**config.mk**
```make
export PLATFORM = sky130hd
export DESIGN_NAME = demux2way32b_buf
export DESIGN_NICKNAME = d
export VERILOG_FILES = /design/src/rtl/demux2way32b_buf.sv
export SDC_FILE = /design/constraint.sdc
export NUM_CORES = 1
export LEC_CHECK = 0
export ABC_AREA = 1
export BUFFER_PORTS_ARGS = -buffer_cell sky130_fd_sc_hd__buf_4
export CORE_MARGIN = 1
export CORE_UTILIZATION = 49
export DETAILED_ROUTE_END_ITERATION = 7
export PLACE_DENSITY = 0.75
export REMOVE_ABC_BUFFERS = 1
export SLEW_MARGIN = 20
export SYNTH_ARGS = -nofsm -noshare
export SYNTH_HDL_FRONTEND = slang
export SYNTH_SLANG_ARGS = --single-unit
```
**constraint.sdc**
```tcl
create_clock -name clk -period 2.3 [get_ports clk]
set_input_delay 0.46 -clock clk [delete_from_list [all_inputs] [get_ports clk]]
set_output_delay 0.46 -clock clk [all_outputs]
set_load 0.01 [all_outputs]
```
**src/rtl/demux2way32b_buf.sv**
```systemverilog
// Two-way demultiplexer with a small FIFO per output port.
// Each queue tracks its occupancy and a wrapping count of delivered words.
module demux2way32b_buf #(
  parameter int WIDTH = 32,
  parameter int DEPTH = 2
) (
  input  logic                     clk,
  input  logic                     reset,
  input  logic                     in_valid,
  output logic                     in_ready,
  input  logic                     in_address,
  input  logic [WIDTH-1:0]         in_data,
  output logic                     out0_valid,
  output logic                     out1_valid,
  input  logic                     out0_ready,
  input  logic                     out1_ready,
  output logic [WIDTH-1:0]         out0_data,
  output logic [WIDTH-1:0]         out1_data,
  output logic [$clog2(DEPTH):0]   count0,
  output logic [$clog2(DEPTH):0]   count1,
  output logic [7:0]               xfer0,
  output logic [7:0]               xfer1
);

  localparam int AW = $clog2(DEPTH);
  localparam int CW = AW + 1;

  logic             ready_s [2];
  logic             valid_s [2];
  logic [CW-1:0]    cnt_s   [2];
  logic [7:0]       xfer_s  [2];
  logic [WIDTH-1:0] head_s  [2];

  assign ready_s[0] = out0_ready;
  assign ready_s[1] = out1_ready;

  // Full check uses only the registered count of the addressed queue.
  assign in_ready = (cnt_s[in_address] != CW'(DEPTH));

  genvar g;
  generate
    for (g = 0; g < 2; g++) begin : g_q
      logic [WIDTH-1:0] mem_r [DEPTH];
      logic [AW-1:0]    wr_ptr_r;
      logic [AW-1:0]    rd_ptr_r;
      logic [CW-1:0]    cnt_r;
      logic [7:0]       xfer_r;
      logic             push_s;
      logic             pop_s;

      assign push_s     = in_valid & in_ready & (in_address == 1'(g));
      assign pop_s      = valid_s[g] & ready_s[g];
      assign valid_s[g] = (cnt_r != CW'(0));
      assign cnt_s[g]   = cnt_r;
      assign xfer_s[g]  = xfer_r;
      assign head_s[g]  = valid_s[g] ? mem_r[rd_ptr_r] : {WIDTH{1'b0}};

      // Pointer, occupancy and delivery-count state; reset discards queued words.
      always_ff @(posedge clk) begin
        if (reset) begin
          wr_ptr_r <= AW'(0);
          rd_ptr_r <= AW'(0);
          cnt_r    <= CW'(0);
          xfer_r   <= 8'd0;
        end else begin
          if (push_s) begin
            wr_ptr_r <= wr_ptr_r + AW'(1);
          end
          if (pop_s) begin
            rd_ptr_r <= rd_ptr_r + AW'(1);
            xfer_r   <= xfer_r + 8'd1;
          end
          if (push_s && !pop_s) begin
            cnt_r <= cnt_r + CW'(1);
          end else if (!push_s && pop_s) begin
            cnt_r <= cnt_r - CW'(1);
          end
        end
      end

      // Storage needs no reset: the head is masked to zero while the queue is empty.
      always_ff @(posedge clk) begin
        if (push_s) begin
          mem_r[wr_ptr_r] <= in_data;
        end
      end
    end
  endgenerate

  assign out0_valid = valid_s[0];
  assign out1_valid = valid_s[1];
  assign out0_data  = head_s[0];
  assign out1_data  = head_s[1];
  assign count0     = cnt_s[0];
  assign count1     = cnt_s[1];
  assign xfer0      = xfer_s[0];
  assign xfer1      = xfer_s[1];

endmodule

```
==> key figures, run 1 <==
Placed design
  • HPWL after detailed placement: 8510 µm
  • Placed cells: 789
  • Place WS: 0.371 ns
  • Port bufs: 124
  • GPL Wtd Cong: 0.770

Synth
  • Share of the synthesized area in the top cell type: 63.9%
  • Post-synth top area cell: edfxtp_1
  • Sequential-to-total area share from yosys stat: 72.5%
  • Cell count after synthesis: 528
  • FF+latch count, synth: 154
  • Netlist Area Pre-Place: 6020 µm²
  • Largest cells by area after synthesis: edfxtp_1 64%, nand2_1 10%, dfxtp_1 8.6%
  • Avg Inst Size Synth: 11.4 µm²
  • Synth warnings: 0
  • Synth cell types: 22

Clock network
  • Cts repair resizes: 0
  • Worst skew pair latency: 0.42 ns
  • Clock slew at reported path FFs: 0.06 ns
  • Root Driver: clkbuf_16
  • CTS tree: yes
  • Max clock buf depth: 2
  • Post-CTS Hold Buffers: 0
  • Clock Sinks: 154
  • H-tree depth: 4
  • Inserted Clock Buffers: 17

Detailed routing
  • Vias/cell: 5.27
  • Via Count: 4,350
  • DRC viols: 0
  • DR WL/cell: 16.3 µm
  • Total Routed Length: 13,400 µm
  • ANT nets after route: 0
  • Iter 0 DRT Violations: 329
  • DR pass1 iterations: 7

Cells and area
  • Fin nets: 709
  • Layout Cells excl Fill: 825
  • Commonest non-fill, non-tap cells in the layout: 166 x nand2_1, 138 x buf_4, 128 x edfxtp_1
  • Layout cells sized above 1: 27.4%
  • Antenna fix cells: 0
  • Area growth syn-to-layout: 30.1%
  • Commonest non-fill, non-tap cell in the layout: nand2_1

STA
  • Final count of hold timing violations: 0
  • Max Slew Vio Count: 0
  • Final hold slack: 0.233 ns
  • Fmax: 462 MHz
  • Slew HR: 65.1%
  • Final worst path period share: 94.2%
  • Min Tclk post-route: 2.17 ns
  • Final setup margin: 0.133 ns
  • Worst Skew: 0.0109 ns
  • Unrepaired setup endpoints after global routing: false
  • Tightest Pin Transition: 0.524 ns
  • Setup violators final: 0

Die
  • Die ar.: 12,700 µm²
  • Num rows: 40
  • Core area: 12,000 µm²
  • Die W: 113 µm
  • Top-level I/O count: 125
  • Die H: 113 µm
  • Starting Density: 50.1%

Power and ir drop
  • Leakage Power: 3.17 nW
  • Internal power: 5.87 mW
  • Maximum VDD drop: 0.000436 V
  • PD cells: 1050 nW/µm²
  • Flop pwr share: 40.9%
  • Combinational power share: 25.2%
  • Clock share of power: 34.0%
  • Switching part of the total: 28.4%
  • Psw: 2.32 mW

Critical path
  • Crit. End Element: primary output
  • WP data required: 1.84 ns
  • Crit path DAT: 1.71 ns
  • Worst r2r src: count0[1]
  • Setup CP Type: register to primary output
  • Critical Path Fanout Max: 23
  • Critical path startpoint category: register

Min path
  • Worst hold path class: input pin to register
  • HP Start: reset

GRT
  • Gr usage total: 22.4%
  • GRT overflow: 0
  • First-pass GRT wire length: 21,300 µm
  • Pin count of the biggest net entering global routing: 34
  • Vias in the first global route: 4,258
  • Antenna violations before repair: 0

Outcome
  • Outcome: completed

Flow run
  • Max-cap violation count: 0
-- metrics by stage --
step                      TNS [ns]  total power, mW  utilization, %  area, µm²
final                            0             8.20            65.2       7830
after global routing             0             8.53            65.2       7830
after CTS                        0             8.18            64.9       7800
after detailed placement         0             5.39            60.0       7200
after global placement           0             5.35            60.0       7200
after floorplan             -23.44             4.29               -       5920
-- per-layer routing --
metal  global-route usage, %  wire [µm]  vias up
li1                        -          -     2071
met1                    26.6       5410     2063
met2                    38.2       6680      202
met3                    6.80       1200       14
met4                    8.80        150        0
met5                       0          0        -
-- cell usage after synthesis --
library cell and number:
o21ai_2 2, buf_2 16, o21ai_1 6, ha_1 4, or2_0 2, clkinv_1 1, nand3_2 1, nor2_2 5
o211ai_2 1, dfxtp_1 26, inv_2 4, nand4_1 6, xor2_1 2, edfxtp_1 128, nor2_1 30, nor2_4 1
inv_1 30, clkbuf_1 6, a21oi_1 77, nand2_1 166, nand3_1 6, o21ai_0 8
-- power by group through the flow --
stage	clock, mW	sequential (mW)	combinational (mW)
2_1_floorplan	0	3.43	0.863
3_3_place_gp	0	3.38	1.97
3_5_place_dp	0	3.39	2.00
4_1_cts	2.82	3.35	2.02
5_1_grt	2.93	3.37	2.24
6_report	2.78	3.35	2.06
-- worst max-delay path, stage by stage, from the launching register on --
cell	delay (ns)
dfxtp_1	0.31
inv_1	0.30
buf_12	0.23
nand2_1	0.06
a21oi_1	0.21
buf_4	0.17
-- cells by family (layout without fill, tap and decap cells) --
kind of cell,after synthesis,after routing,synth area share [%]
buf+inv,57,206,3.89
flops,154,154,72.5
compound gates,94,94,8.06
xor+xnor,2,2,0.291
simple gates,217,218,14.4
fa+ha+maj,4,4,0.831
-- registers in the layout, indices dropped and copies added (netlist names), named ones only --
name and cells:
g_q.wr_ptr_r 2, g_q.mem_r 128, g_q.rd_ptr_r 2, xfer0 8, count0 2, count1 2, xfer1 8
-- final timing paths --
path / depth (start not counted) / end / slack [ns]
worst min register to register: 1 / g_q[0].rd_ptr_r / 0.46
worst min-delay path: 2 / xfer0[2] / 0.23
worst max register to register: 8 / count0[1] / 0.34
worst max-delay path: 5 / out1_data[29] / 0.13
-- cell type report --
type	count	area, µm²
Clock buffer	20	437
Clock inverter	10	151
Fill cell	889	4180
Inverter	35	131
Multi-Input combinational cell	318	1470
Sequential cell	154	4360
Tap cell	147	184
Timing Repair Buffer	141	1100
-- repair_timing --
| action | in CTS | in global routing |
|---|---|---|
| cloned | 1 | 0 |
| pin swaps | 1 | 2 |
| setup buffers | 0 | 5 |
| endpoints found under the setup margin | 10 | 16 |
(Power assumes the default switching activity.)
==> inputs of run 2 (changes only) <==
BUFFER_PORTS_ARGS = unset   (was -buffer_cell sky130_fd_sc_hd__buf_4)
CORE_UTILIZATION = 56   (was 49)
DONT_BUFFER_PORTS = 1   (was unset)
PLACE_DENSITY = 0.74   (was 0.75)
SKIP_LAST_GASP = 1   (was unset)
==> run 2 against run 1 <==
Register-to-register slack got worse by 0.09 ns. Global-route usage rose by 0.65 points. Sequential power barely moved. Combinational power fell by 30%.
==> key figures, run 2 (same netlist as run 1, synthesis figures left out) <==
Min path
  • Worst hold path class: input pin to register (unchanged)

GRT
  • Antenna violations before repair: 0 (unchanged)
  • Gr usage total: 23.0% (was 22.4%)
  • Pin count of the biggest net entering global routing: 34 (unchanged)
  • First-pass GRT wire length: 18,600 µm (was 21,300 µm)
  • Vias in the first global route: 3,574 (was 4,258)
  • GRT overflow: 0 (unchanged)

Detailed routing
  • Iter 0 DRT Violations: 240 (was 329)
  • ANT nets after route: 0 (unchanged)
  • Vias/cell: 5.54 (was 5.27)
  • Via Count: 3,962 (was 4,350)
  • DRC viols: 0 (unchanged)
  • DR WL/cell: 18.0 µm (was 16.3 µm)
  • DR pass1 iterations: 5 (was 7)
  • Total Routed Length: 12,900 µm (was 13,400 µm)

Die
  • Die H: 106 µm (was 113 µm)
  • Starting Density: 58.0% (was 50.1%)
  • Top-level I/O count: 125 (unchanged)
  • Core area: 10,400 µm² (was 12,000 µm²)
  • Die ar.: 11,200 µm² (was 12,700 µm²)
  • Num rows: 37 (was 40)
  • Die W: 106 µm (was 113 µm)

Cells and area
  • Area growth syn-to-layout: 18.5% (was 30.1%)
  • Largest Register: g_q.mem_r (unchanged)
  • Largest register FFs: 128 (unchanged)
  • Antenna fix cells: 0 (unchanged)
  • Util after Layout: 68.8% (was 65.2%)
  • Layout cells sized above 1: 11.1% (was 27.4%)
  • Commonest non-fill, non-tap cell in the layout: nand2_1 (unchanged)
  • Fin nets: 609 (was 709)
  • Post-route cell area: 7130 µm² (was 7830 µm²)
  • FF/Latch Area: 4370 µm² (was 4360 µm²)
  • # fillers: 761 (was 889)
  • Commonest non-fill, non-tap cells in the layout: 166 x nand2_1, 128 x edfxtp_1, 77 x a21oi_1 (was 166 x nand2_1, 138 x buf_4, 128 x edfxtp_1)
  • Multi-input gate area: 1470 µm² (unchanged)

Power and ir drop
  • Maximum VDD drop: 0.000661 V (was 0.000436 V)
  • Leakage Power: 2.61 nW (was 3.17 nW)
  • PD cells: 1050 nW/µm² (about the same)
  • Overall Power: 7.48 mW (was 8.20 mW)

Clock network
  • H-tree depth: 4 (unchanged)
  • Inserted Clock Buffers: 17 (unchanged)
  • Max clock buf depth: 2 (unchanged)
  • CTS tree: yes (unchanged)
  • Worst skew pair latency: 0.52 ns (was 0.42 ns)
  • Root Driver: clkbuf_8 (was clkbuf_16)
  • Clock slew at reported path FFs: 0.06 ns (about the same)
  • Clock Sinks: 154 (unchanged)

STA
  • Fmax: 452 MHz (was 462 MHz)
  • Fin Setup TNS: 0 ns (unchanged)
  • Min Tclk post-route: 2.21 ns (was 2.17 ns)
  • Slew HR: 59.3% (was 65.1%)
  • Max Slew Vio Count: 0 (unchanged)
  • Final count of hold timing violations: 0 (unchanged)
  • Final worst path period share: 96.2% (was 94.2%)
  • Final hold slack: 0.0402 ns (was 0.233 ns)
  • Worst Skew: 0.00737 ns (was 0.0109 ns)
  • Setup violators final: 0 (unchanged)
  • Tightest Pin Transition: 0.610 ns (was 0.524 ns)
  • Unrepaired setup endpoints after global routing: false (unchanged)

Placed design
  • GPL Wtd Cong: 0.771 (was 0.770)
  • Dpl cell area: 6240 µm² (was 7200 µm²)
  • Port bufs: 0 (was 124)
  • HPWL after detailed placement: 7410 µm (was 8510 µm)

Critical path
  • Critical path startpoint category: register (unchanged)
  • Crit. End Element: primary output (unchanged)
  • Setup CP Type: register to primary output (unchanged)
  • WP data required: 1.84 ns (about the same)
  • Critical Path Fanout Max: 16 (was 23)
  • Crit path DAT: 1.75 ns (was 1.71 ns)

Outcome
  • Outcome: completed (unchanged)

Flow run
  • Max-cap violation count: 0 (unchanged)
## run 2: changes by cell type in the layout (fill, tap and decap cells not counted), sizes merged
cell,change
clkinvlp,+5
dlygate4sd3,+27
clkinv,-3
buf,-127
bufinv,-1
## run 2: metal layers
metal	vias to the layer above	part of all wire [%]	GRT usage (%)
met5	-	0	0
met3	10	8.3	9.15
met1	1908	41	28.9
met2	164	49	37.1
met4	0	0.95	6.55
li1	1880	-	-
## run 2: worst paths after layout
kind / startpoint / endpoint / slack, ns / cells past startpoint
setup / recovery: count0[1] / out0_data[15] / 0.09 / 2
hold / removal: in_data[15] / g_q[0].mem_r[1][15] / 0.04 / 0
setup reg to reg: count0[1] / count0[1] / 0.25 / 8
hold reg to reg: g_q[0].rd_ptr_r / register / 0.47 / 1
## run 2: cell type report
class,count,area share (%)
clock buffer,20,5.97
clock inverter,11,2.07
inverter,35,1.90
multi-input combinational,318,20.6
sequential,154,61.2
tap,136,2.39
timing repair buffer,41,5.84
## run 2: worst max-delay path, cell delays in order (launching register included)
cell	delay [ns]
dfxtp_1	0.48
nor2_4	0.58
a21oi_1	0.17
## run 2: where the power goes
part	leakage (nW)	switching [mW]	total [mW]	internal, mW
logic	0.956	1.07	1.45	0.372
registers	1.38	0.151	3.38	3.23
clock network	0.267	1.01	2.66	1.65
## run 2: stage by stage
step / cells / setup WS [ns]
2_1_floorplan: 506 / -0.199
3_3_place_gp: 654 / 0.489
3_5_place_dp: 654 / 0.427
4_1_cts: 687 / -0.0319
5_1_grt: 715 / 0.0130
6_report: 715 / 0.0869
## run 2: what timing repair did
item | 4_1_cts | 5_1_grt
hold buffers | 1 | 26
buffers inserted | 0 | 2
endpoints found under the setup margin | 42 | 27
gates cloned | 1 | 0
pin swaps | 0 | 1
gates resized for setup | 2 | 2
endpoints found under the hold margin | 4 | 69
==> inputs of run 3 (changes only) <==
CORE_UTILIZATION = 60   (was 56)
CTS_CLUSTER_DIAMETER = 50   (was unset)
PLACE_DENSITY = 0.76   (was 0.74)
clock period = 2.2 ns   (was 2.3 ns; I/O delays follow)
==> run 3 against run 2 <==
Sequential share of layout area decreased by 1.0 points. Worst setup slack got worse by 0.078 ns. Power increased by 7.4%. Register-to-register slack improved by 0.08 ns. Die area decreased by 6.6%. Flip-flop and latch count unchanged. Hold slack improved by 0.10 ns. First-iteration DRC count decreased by 13%. Routed wire length increased by 0.70%. Design area increased by 1.7%. Count of clock-buffer cells in the layout increased by 4. Combinational power increased by 7%. Critical path type unchanged.
==> key figures, run 3 (same netlist as run 1, synthesis figures left out) <==
Power and ir drop
  • Maximum VDD drop: 0.00102 V (was 0.000661 V)
  • Leakage Power: 2.68 nW (was 2.61 nW)
  • PD cells: 1110 nW/µm² (was 1050 nW/µm²)

Cells and area
  • Fin nets: 617 (was 609)
  • Commonest non-fill, non-tap cell in the layout: nand2_1 (unchanged)
  • Largest register FFs: 128 (unchanged)
  • Layout cells sized above 1: 11.2% (was 11.1%)
  • Area growth syn-to-layout: 20.5% (was 18.5%)
  • Largest Register: g_q.mem_r (unchanged)
  • Layout Cells excl Fill: 721 (was 715)
  • FF/Latch Area: 4370 µm² (unchanged)
  • Commonest non-fill, non-tap cells in the layout: 166 x nand2_1, 128 x edfxtp_1, 76 x a21oi_1 (was 166 x nand2_1, 128 x edfxtp_1, 77 x a21oi_1)
  • Antenna fix cells: 0 (unchanged)
  • Multi-input gate area: 1460 µm² (was 1470 µm²)
  • Post-route cell area: 7250 µm² (was 7130 µm²)
  • # fillers: 611 (was 761)

Detailed routing
  • DR pass1 iterations: 4 (was 5)
  • Vias/cell: 5.51 (was 5.54)
  • Via Count: 3,976 (was 3,962)
  • DRC viols: 0 (unchanged)
  • DR WL/cell: 18.0 µm (about the same)
  • Iter 0 DRT Violations: 210 (was 240)
  • Total Routed Length: 13,000 µm (was 12,900 µm)
  • ANT nets after route: 0 (unchanged)

Clock network
  • Clock slew at reported path FFs: 0.06 ns (about the same)
  • CTS tree: yes (unchanged)
  • Root Driver: clkbuf_8 (unchanged)
  • Worst skew pair latency: 0.52 ns (about the same)
  • Max clock buf depth: 2 (unchanged)
  • Clock Sinks: 154 (unchanged)
  • H-tree depth: 4 (unchanged)
  • Inserted Clock Buffers: 17 (unchanged)

Placed design
  • GPL Wtd Cong: 0.807 (was 0.771)
  • Placed cells: 653 (was 654)
  • HPWL after detailed placement: 7600 µm (was 7410 µm)
  • Dpl cell area: 6260 µm² (was 6240 µm²)
  • Place WS: 0.275 ns (was 0.427 ns)
  • Port bufs: 0 (unchanged)

STA
  • Final setup margin: 0.00900 ns (was 0.0869 ns)
  • Final worst path period share: 99.6%
  • Final count of hold timing violations: 0 (unchanged)
  • Fmax: 456 MHz
  • Unrepaired setup endpoints after global routing: true (was false)
  • Max Slew Vio Count: 0 (unchanged)
  • Min Tclk post-route: 2.19 ns
  • Tightest Pin Transition: 0.547 ns (was 0.610 ns)
  • Setup violators final: 0 (unchanged)
  • Worst Skew: 0.00801 ns (was 0.00737 ns)
  • Slew HR: 63.3% (was 59.3%)

Flow run
  • Max-cap violation count: 0 (unchanged)

Critical path
  • Slowest CP cell: dfxtp_1 (was nor2_4)
  • Setup CP Type: register to primary output (unchanged)
  • Crit path DAT: 1.75 ns (about the same)
  • Crit path largest cell delay: 0.49 ns (was 0.58 ns)
  • Crit. End Element: primary output (unchanged)
  • Critical path startpoint category: register (unchanged)
  • WP data required: 1.76 ns (was 1.84 ns)
  • Critical Path Fanout Max: 33 (was 16)
  • Top delay family on crit path: flip-flops (was simple AND/OR/NAND/NOR gates)
  • Crit-path cells: nor2_2 -> buf_4 -> a21oi_1 (was nor2_4 -> a21oi_1)
  • Worst Path Buf+Inv: 1 (was 0)

GRT
  • Vias in the first global route: 3,874 (was 3,574)
  • Pin count of the biggest net entering global routing: 34 (unchanged)
  • GRT overflow: 0 (unchanged)
  • Antenna violations before repair: 0 (unchanged)
  • First-pass GRT wire length: 19,500 µm (was 18,600 µm)
  • Gr usage total: 25.9% (was 23.0%)

Die
  • Num rows: 36 (was 37)
  • Core area: 9730 µm² (was 10,400 µm²)
  • Die ar.: 10,400 µm² (was 11,200 µm²)
  • Starting Density: 61.9% (was 58.0%)
  • Die W: 102 µm (was 106 µm)
  • Die H: 102 µm (was 106 µm)
  • Top-level I/O count: 125 (unchanged)

Outcome
  • Outcome: completed (unchanged)

Min path
  • Worst hold path class: input pin to register (unchanged)
-- run 3: area by class of cell --
cell class                      instances  area share [%]
Clock inverter                          8            1.41
Sequential cell                       154            60.2
Inverter                               35            1.81
Clock buffer                           24            7.25
Tap cell                              133            2.29
Timing Repair Buffer                   50            6.88
Multi-Input combinational cell        317            20.2
-- run 3: worst paths after layout --
| kind | from | endpoint | slack, ns | cells past startpoint |
|---|---|---|---|---|
| max | count1[1] | out1_data[16] | 0.009 | 3 |
| min reg2reg | g_q[0].rd_ptr_r | register | 0.46 | 1 |
| max reg2reg | count0[0] | count0[1] | 0.33 | 8 |
| min | out0_ready | xfer0[0] | 0.14 | 2 |
-- run 3: worst reg2reg max path, stage by stage, from the launching register on --
cell,delay [ns]
dfxtp_1,0.33
buf_4,0.17
o211ai_2,0.35
inv_1,0.10
ha_1,0.35
a21oi_1,0.15
nand2_1,0.10
o21ai_1,0.14
a21oi_1,0.06
-- run 3: routing by layer --
layer,vias to the layer above,GRT usage (%),routed length (µm)
li1,1894,-,-
met2,165,44.5,6660
met1,1904,30.5,5020
met5,-,0,0
met3,13,8.41,1110
met4,0,9.56,191
-- run 3: power breakdown --
| part | leakage, nW | switching (mW) | internal [mW] |
|---|---|---|---|
| Sequential | 1.38 | 0.123 | 3.37 |
| Clock | 0.303 | 1.10 | 1.89 |
| Combinational | 0.993 | 1.15 | 0.405 |
-- run 3: through the flow --
| step | hold WS [ns] | total power, mW | util [%] | setup TNS (ns) |
|---|---|---|---|---|
| finish | 0.143 | 8.04 | 74.5 | 0 |
| global placement | 0.444 | 4.91 | 64.4 | 0 |
| floorplan | 0.433 | 4.48 | - | -35.18 |
| detailed placement | 0.448 | 4.97 | 64.4 | 0 |
| CTS | 0.119 | 8.05 | 74.5 | 0 |
| global route | 0.134 | 8.35 | 74.5 | -0.406 |
-- run 3: timing repair --
item                       4_1_cts  5_1_grt
hold buffers                    33        0
pin swaps                        1        0
buffers inserted                 3        0
gates resized for setup          0        3
hold endpoints to repair       132        0
setup endpoints to repair       12       24
